<file path="config.mk">
export PLATFORM = sky130hd
export DESIGN_NAME = frame_clear_engine
export DESIGN_NICKNAME = d
export VERILOG_FILES = /design/src/rtl/frame_clear_engine.sv
export SDC_FILE = /design/constraint.sdc
export NUM_CORES = 1
export LEC_CHECK = 0
export CORE_UTILIZATION = 30
export CTS_CLUSTER_DIAMETER = 60
export DETAILED_ROUTE_END_ITERATION = 6
export PLACE_DENSITY = 0.52
export SLEW_MARGIN = 25
export SYNTH_ARGS = -nofsm -noshare
export SYNTH_HDL_FRONTEND = slang
export SYNTH_SLANG_ARGS = --single-unit
</file>
<file path="constraint.sdc">
create_clock -name Clk -period 2.8 [get_ports Clk]
set_clock_uncertainty 0.1 [all_clocks]
set_input_delay 0.56 -clock Clk [delete_from_list [all_inputs] [get_ports Clk]]
set_output_delay 0.56 -clock Clk [all_outputs]
set_load 0.01 [all_outputs]
</file>
<file path="src/rtl/frame_clear_engine.sv">
// frame_clear_engine: sweeps every framebuffer pixel in raster order writing a constant clear colour
module frame_clear_engine #(
  parameter int H_PIXELS = 640,
  parameter int V_PIXELS = 480,
  parameter int COLOR_W = 8,
  parameter logic [COLOR_W-1:0] CLEAR_COLOR = '0
) (
  input  logic               Clk,
  input  logic               Reset,
  input  logic               clear_start,
  input  logic               mem_ready,
  output logic [9:0]         clear_DrawX,
  output logic [9:0]         clear_DrawY,
  output logic               clear_we,
  output logic [COLOR_W-1:0] clear_color,
  output logic               clear_done
);
  typedef enum logic [1:0] {IDLE, SWEEP, DONE} state_t;
  localparam logic [9:0] X_LAST = 10'(H_PIXELS - 1);
  localparam logic [9:0] Y_LAST = 10'(V_PIXELS - 1);
  state_t state, state_n;
  logic [9:0] x_n, y_n;
  logic we_n, done_n, last_x, last_y;
  assign clear_color = CLEAR_COLOR;
  assign last_x = clear_DrawX == X_LAST;
  assign last_y = clear_DrawY == Y_LAST;
  always_ff @(posedge Clk or posedge Reset)
    if (Reset) begin
      state <= IDLE;
      clear_DrawX <= '0;
      clear_DrawY <= '0;
      clear_we <= 1'b0;
      clear_done <= 1'b0;
    end else begin
      state <= state_n;
      clear_DrawX <= x_n;
      clear_DrawY <= y_n;
      clear_we <= we_n;
      clear_done <= done_n;
    end
  always_comb begin
    state_n = state;
    x_n = clear_DrawX;
    y_n = clear_DrawY;
    we_n = clear_we;
    done_n = clear_done;
    case (state)
      IDLE: begin
        x_n = '0;
        y_n = '0;
        we_n = clear_start;
        done_n = 1'b0;
        state_n = clear_start ? SWEEP : IDLE;
      end
      SWEEP:
        if (!clear_start) begin
          state_n = IDLE;
          x_n = '0;
          y_n = '0;
          we_n = 1'b0;
          done_n = 1'b0;
        end else if (mem_ready && last_x && last_y) begin
          // coordinates rest on the final pixel until the handshake closes
          state_n = DONE;
          we_n = 1'b0;
          done_n = 1'b1;
        end else if (mem_ready) begin
          x_n = last_x ? '0 : clear_DrawX + 10'd1;
          y_n = last_x ? clear_DrawY + 10'd1 : clear_DrawY;
        end
      DONE:
        if (!clear_start) begin
          state_n = IDLE;
          x_n = '0;
          y_n = '0;
          done_n = 1'b0;
        end
      default: state_n = IDLE;
    endcase
  end
endmodule

</file>
Word-level counts from Yosys, hierarchy flattened
Index checks and enable logic that the tools add are counted.

Flip-flop bits (word level): 24. Logic and storage cells: 49.

$add $sub $neg: 2. Equal/unequal tests: 9. Mux-type cells: 23. Reduce and logical (&&, ||, !) cells: 10.

Operator list (number): two-way mux 10 bit (9); case mux 10 bit (3 select lines) (2); adder 10 x 1 -> 10 bit, second input constant (2); != test 3 bit, second input constant (4); equality test 10 bit, second input constant (1); equality test 10 x 9 -> 1 bit, second input constant (1); two-way mux 1 bit (6); two-way mux 2 bit (3); case mux 2 bit (3 select lines) (1); AND reduction 5 bit (1); AND reduction 2 bit (2); AND reduction 4 bit (1); case mux 1 bit (3 select lines) (1); AND reduction 3 bit (1); nonzero test 3 bit (1); equality test 2 x 1 -> 1 bit, second input constant (1); equality test 2 bit, second input constant (1); logical AND 1 bit (2); zero test 2 bit (1); != test 2 bit, second input constant (1); case mux 1 bit (2 select lines) (1); nonzero test 2 bit (1).

Longest topological paths before layout
Gate-level depths: netlist (run 1).

Word-level depth: 6. Gate-level depth with buffers: 8.

Worst setup path before layout (run 1)
No wires, ideal clock.

Path type: flip-flop to flip-flop. From: register clear_DrawY[0]. To: register clear_DrawX[6]. Library setup time: 0.077 ns. Data arrival time: 1.895 ns. Setup slack: 0.728 ns. Stages on the path, launching flop included: 8. Buffers on the path: 1. Path through: dfrtp_1 > ha_1 > and4_1 > buf_6 > nor4b_4 > a31o_1 > or4_1 > a21oi_1.

Word-level cells in the longest chain between the ends: 4.

Ends and longest elaborated chain: start, declared (RTL line 13) `output logic [9:0] clear_DrawY,`; start signal, assigned (RTL line 37) `clear_DrawY <= y_n;`; equality test 10 x 9 -> 1 bit (RTL line 26) `assign last_y = clear_DrawY == Y_LAST;`; logical AND 1 bit (RTL line 62) `end else if (mem_ready && last_x && last_y) begin`; != test 3 bit (no line); AND reduction 4 bit (no line); end signal, assigned (RTL line 36) `clear_DrawX <= x_n;`; end, declared (RTL line 12) `output logic [9:0] clear_DrawX,`.

Every way passes these cells. A chain may end at the register's enable or synchronous reset.

Worst setup path in the final report (run 1)
From: input port mem_ready. To: register clear_DrawX[5].

Word-level cells in the longest chain between the ends: 4.

Ends and longest elaborated chain: start, declared (RTL line 11) `input logic mem_ready,`; logical AND 1 bit (2 in a row) (RTL line 62); != test 3 bit (no line); AND reduction 4 bit (no line) (*).

Every way passes the cells marked *; elsewhere a longest branch is shown, timed or not.

==> key figures, run 1 <==
Route
  • Antenna-violating nets left: 0
  • DR vias: approximately 1.3k
  • Iter 0 DRT Violations: a little over 70
  • First-pass DRT Iterations: 6
  • DRC: 3
  • Routed vias/inst: 5.33
  • WL/cell: 13.9 µm
  • Routed Wire Length: 3280 µm

STA
  • Worst-Margin Slew: around 650 ps
  • Minimum clock period: between 2000 and 2500 ps
  • Setup ws final: ~500 ps
  • Peak Freq: approximately 440 MHz
  • Fin crit share: 0.819
  • Final setup violation count: 0
  • Max Transition Viols Final: 0
  • Rel. slew slack: 0.563
  • Setup TNS: 0 ps
  • Hold_ws: 391 ps
  • RSZ-0062 raised after global routing: false
  • Fin. Hold Viols: 0

Yosys
  • Post-Synthesis Cells: approximately 160
  • Sequential area share after synthesis: 0.417
  • Synth Area in Compound Gates: 0.191
  • Ys flop type: dfrtp_1
  • Top cells by area, synth: dfrtp_1 (42%), o21ai_0 (4.9%), a21oi_1 (4.2%), buf_4 (4.2%), nand2_1 (3.9%)
  • Synth top area share: 0.417
  • Simple-gate share of the synthesized area: 0.253
  • Cell Area, Synth: approximately 0.0014 mm²
  • Post-synthesis register bit count: 24
  • Post-Synth Adder-Cell Area: 0.0174
  • Number of synthesized flops with an enable pin: 0
  • Count leader, synth: dfrtp_1
  • Largest family of logic cells by synthesized area: simple AND/OR/NAND/NOR gates
  • Synthesized area per cell: approximately 9.2 µm²
  • XOR/XNOR Fraction of Synth Area: 0.00608
  • Asr flop ratio synth: 1.00
  • Synth warn: 0
  • Post-synth top cells: dfrtp_1 (24), nand2_1 (15), o21ai_0 (14), a21oi_1 (12), nand3_1 (9)
  • Area leader, netlist: dfrtp_1
  • Synth cell types: 42
  • Mux share of post-synthesis cell area: 0.0295

Setup path
  • R2R depth: 6
  • Critical path arrival: between 2000 and 2500 ps
  • Reg2reg end: clear_DrawX[6]$_DFFE_PP0P_
  • Startpoint types: input port
  • Reg-to-reg slack, setup: approximately 530 ps
  • Crit path max fanout: 14
  • Worst r2r src: clear_DrawY[0]$_DFFE_PP0P_
  • CP startpoint: mem_ready
  • Critical Path Sink Type: flop
  • CP endpoint: clear_DrawX[5]$_DFFE_PP0P_
  • Setup CP Type: input port to flop
  • WP data required: 2850 ps

Final layout
  • Reg area: 601 µm²
  • Multi-input logic area: 747 µm²
  • Fillers: 444
  • Design Area, Final: roughly 0.0018 mm²
  • Nets: 191
  • Layout cell share with drive strength beyond 1: 0.0924
  • ANT cells: 0
  • Fin util: 0.397
  • Layout Cells excl Fill: 236
  • Area grow syn2layout: 23.4%

Clock network
  • Root Driver: clkbuf_8
  • Cts repair resizes: 0
  • Reg clk slew, reported paths: roughly 90 ps
  • Cts bufs inserted: 3
  • Post-CTS Setup Bufs: 0
  • Worst skew pair latency: 270 ps
  • Clock Sinks: 24
  • Cts hold-fix bufs: 0
  • CTS tree: yes
  • Clock buffer depth: 2
  • CTS H-tree lvls: 1

Status
  • Status: finished, violations left
  • Failing checks: DRC

Die
  • Starting Density: 0.322
  • Core ar.: roughly 0.0045 mm²
  • Die area: 0.00509 mm²
  • # rows: 24
  • Die X: roughly 70 µm
  • I/O Pins: 34
  • Die H: ~70 µm

Global routing
  • Initial antenna violation count: 0
  • Total congestion overflow: 0
  • Tot GR Track Use: 0.138
  • Largest net degree at the start of global routing: 25
  • Vias in the first global route: 1225
  • First-pass GRT wire length: roughly 5600 µm

Place
  • DP Wirelength: roughly 2400 µm
  • GPL Wtd Cong: between 0.8 and 0.9
  • PortBufs: 25
  • Post-Place Cells: ~230
  • Cell Area, Placed: roughly 0.0017 mm²
  • DP Worst Slack: 214 ps

Pwr
  • Pleak: approximately 0.7 nW
  • Peak supply drop: slightly below 0.2 mV
  • PwrDens: 372 mW/mm²
  • Tot Pwr: roughly 660 µW

Hold path
  • Hold WC Path Type: flop to flop
  • Hold Path Stages: 2
  • Hold wc startpoint: clear_done$_DFFE_PP0P_

Run
  • # Max-Cap Violations: 0
-- how the worst min path moves through the flow --
| stage | end | slack (ps) |
|---|---|---|
| floorplan | clear_done$_DFFE_PP0P_ | 410 |
| global placement | clear_done$_DFFE_PP0P_ | 370 |
| detailed placement | clear_done$_DFFE_PP0P_ | 380 |
| CTS | clear_done$_DFFE_PP0P_ | 400 |
| global route | clear_done$_DFFE_PP0P_ | 460 |
| finish | clear_done$_DFFE_PP0P_ | 390 |
-- registers in the layout, indices dropped and copies added (netlist names) --
| register | count |
|---|---|
| clear_we | 1 |
| clear_DrawX | 10 |
| state | 2 |
| clear_DrawY | 10 |
| clear_done | 1 |
-- layout by cell type (no fill, tap or decap), types with 3 or more instances in the layout --
cell and n:
a31oi_1 6, clkbuf_8 4, o31ai_1 6, clkdlybuf4s50_1 25
nand4_1 4, or3_1 4, dfrtp_1 24, buf_4 5
o21ai_0 14, and2_1 3, nor2_1 8, nand2_1 15
nand3_1 9, inv_1 6, conb_1 8, a21oi_1 12
and3_1 3
-- critical path, cell delays in order --
cell and delay (ps):
clkdlybuf4s50_1 530, nand4_1 170, nor4b_4 380, a31o_1 470, or3_1 180, a21oi_1 60
-- cell type report --
| cell class | instances | share of cell area |
|---|---|---|
| clock buffers | 4 | 0.0310 |
| flip-flops and latches | 24 | 0.338 |
| repair buffers | 30 | 0.162 |
| inverters | 6 | 0.0127 |
| multi-input cells | 120 | 0.420 |
| well taps | 52 | 0.0366 |
-- per-layer routing --
layer / wire [µm] / vias up / GRT usage
met5: 0 / - / 0
met4: 41 / 0 / 0.0444
met3: 133 / 5 / 0.0211
met2: 1550 / 35 / 0.231
met1: 1560 / 606 / 0.184
li1: - / 612 / -
-- kinds of logic (layout without fill, tap and decap cells) --
kind of cell | count (synthesis) | count (layout)
buffers and inverters | 19 | 40
and+or+nand+nor | 59 | 59
xor gates and xnor gates | 1 | 1
adders and majority gates | 2 | 2
other | 1 | 8
muxes | 4 | 4
AOI/OAI and AO/OA | 46 | 46
DFF | 24 | 24
-- power breakdown --
part	total [mW]	leakage (nW)	switching [mW]	internal (mW)
Combinational	0.0617	0.336	0.0379	0.0238
Clock	0.244	0.0288	0.118	0.126
Sequential	0.357	0.330	0.00588	0.351
No activity file was read; power rests on OpenSTA's default activity.
==> run 2: changes to the inputs <==
- PLACE_DENSITY: 0.52 -> 0.54
- clock period: 2.8 -> 1.9 ns (I/O delays scaled with it)
==> key figures, run 2 (same netlist as run 1, synthesis figures left out) <==
Status
  • Status: finished, violations left
  • Failing checks: DRC, setup timing

STA
  • Minimum clock period: about 1900 ps
  • RSZ-0062 raised after global routing: true
  • Max Transition Viols Final: 0
  • Setup ws final: -18.1 ps
  • Final setup violation count: 1
  • Hold_ws: approximately 350 ps
  • Fin. Hold Viols: 0
  • Fin crit share: 1.01
  • Peak Freq: 521 MHz

Global routing
  • Initial antenna violation count: 0
  • First-pass GRT wire length: roughly 6700 µm
  • Vias in the first global route: 1502
  • Met3 usage: 0.0338
  • Total congestion overflow: 0
  • Gr busiest metal: met2
  • Largest net degree at the start of global routing: 25
  • M2 GR Usage: 0.273
  • Met1 Resource Use GR: 0.212
  • Tot GR Track Use: 0.163

Setup path
  • WP data required: around 2000 ps
  • Worst r2r src: clear_DrawY[1]$_DFFE_PP0P_
  • Crit path max fanout: 9
  • Critical Path Sink Type: flop
  • Reg-to-reg slack, setup: -20 ps
  • Startpoint types: flop
  • Setup CP Type: flop to flop
  • Reg2reg end: clear_DrawX[6]$_DFFE_PP0P_
  • R2R depth: 6
  • Critical path arrival: a little over 2000 ps

Clock network
  • CTS tree: yes
  • Root Driver: clkbuf_8
  • Cts bufs inserted: 3
  • Clock Sinks: 24
  • Clock buffer depth: 2
  • Cts hold-fix bufs: 0
  • CTS H-tree lvls: 1
  • Reg clk slew, reported paths: approximately 90 ps
  • Worst skew pair latency: roughly 270 ps

Final layout
  • Top Registers: clear_DrawX (10), clear_DrawY (10), state (2)
  • Most frequent cells in the layout: buf_4 (50), dfrtp_1 (23), clkdlybuf4s50_1 (21)
  • Nets: between 200 and 250
  • Area grow syn2layout: 53.5%
  • ANT cells: 0
  • Fillers: between 400 and 500
  • Layout cell share with drive strength beyond 1: 0.335
  • Commonest non-fill, non-tap cell in the layout: buf_4
  • Design Area, Final: around 0.0022 mm²

Place
  • Cell Area, Placed: between 0.002 and 0.0025 mm²
  • DP Worst Slack: -428 ps
  • DP Wirelength: 2890 µm
  • GPL Wtd Cong: 0.790
  • PortBufs: 25

Route
  • WL/cell: between 10 and 15 µm
  • Iter 0 DRT Violations: 115
  • First-pass DRT Iterations: 6
  • Routed Wire Length: 3960 µm
  • Routed vias/inst: between 5 and 6
  • DRC: 2
  • Antenna-violating nets left: 0
  • DR vias: between 1k and 1.5k

Hold path
  • Hold WC Path Type: input port to async pin

Die
  • Core ar.: about 0.0045 mm²
  • Starting Density: 0.322
  • Die X: 71.3 µm
  • Die H: about 71 µm
  • Die area: between 0.005 and 0.006 mm²
  • I/O Pins: 34
  • # rows: 24

Pwr
  • PwrDens: between 400 and 500 mW/mm²
  • Peak supply drop: between 0.2 and 0.25 mV
  • Pleak: between 1 and 1.5 nW

Run
  • # Max-Cap Violations: 0
## run 2: area by class of cell
class,instances,area [µm²],area share
well taps,52,65.1,0.0294
multi-input cells,120,821,0.371
inverters,6,22.5,0.0102
flip-flops and latches,24,602,0.272
clock buffers,4,55.1,0.0249
repair buffers,76,647,0.292
## run 2: stage by stage
stage	setup TNS, ps	utilization	power, mW	std cells
2_1_floorplan	-106	-	0.606	163
3_3_place_gp	-4130	0.451	0.656	269
3_5_place_dp	-5070	0.451	0.659	269
4_1_cts	-44.0	0.473	1.03	277
5_1_grt	-283	0.494	1.07	282
6_report	-18.1	0.494	1.02	282
## run 2: where the power goes
part | switching [mW] | internal, mW | leakage, nW
Combinational | 0.0706 | 0.0619 | 0.649
Sequential | 0.00453 | 0.518 | 0.328
Clock | 0.182 | 0.185 | 0.0288
## run 2: per-layer routing
metal  vias to the layer above  routed length, µm
met3                         4                151
li1                        709                  -
met1                       709               1830
met5                         -                  0
met2                        37               1940
met4                         0                 29
## run 2: timing repair
item / 4_1_cts / 5_1_grt
buffers inserted: 4 / 5
pin swaps: 3 / 5
gates cloned: 0 / 0
endpoints found under the setup margin: 12 / 13
resized for setup: 6 / 16
## run 2: worst max-delay path: stages (launching register included)
cell     delay [ps]
dfrtp_1         400
ha_2            200
and4_4          200
nor4b_4         140
a31o_4          270
or4_4           420
a21oi_2         130
## run 2: worst max path at each step
| stage | endpoint | startpoint | slack, ps | cells after the start |
|---|---|---|---|---|
| finish | clear_DrawX[6]$_DFFE_PP0P_ | clear_DrawY[1]$_DFFE_PP0P_ | -20 | 6 |
| floorplan | clear_DrawX[6]$_DFFE_PP0P_ | clear_DrawY[1]$_DFFE_PP0P_ | -70 | 7 |
| global placement | clear_DrawX[6]$_DFFE_PP0P_ | clear_start | -330 | 6 |
| detailed placement | clear_DrawX[6]$_DFFE_PP0P_ | clear_start | -430 | 6 |
| CTS | clear_DrawX[6]$_DFFE_PP0P_ | clear_DrawY[0]$_DFFE_PP0P_ | -20 | 6 |
| global route | clear_DrawY[9]$_DFFE_PP0P_ | clear_DrawX[9]$_DFFE_PP0P_ | -90 | 6 |
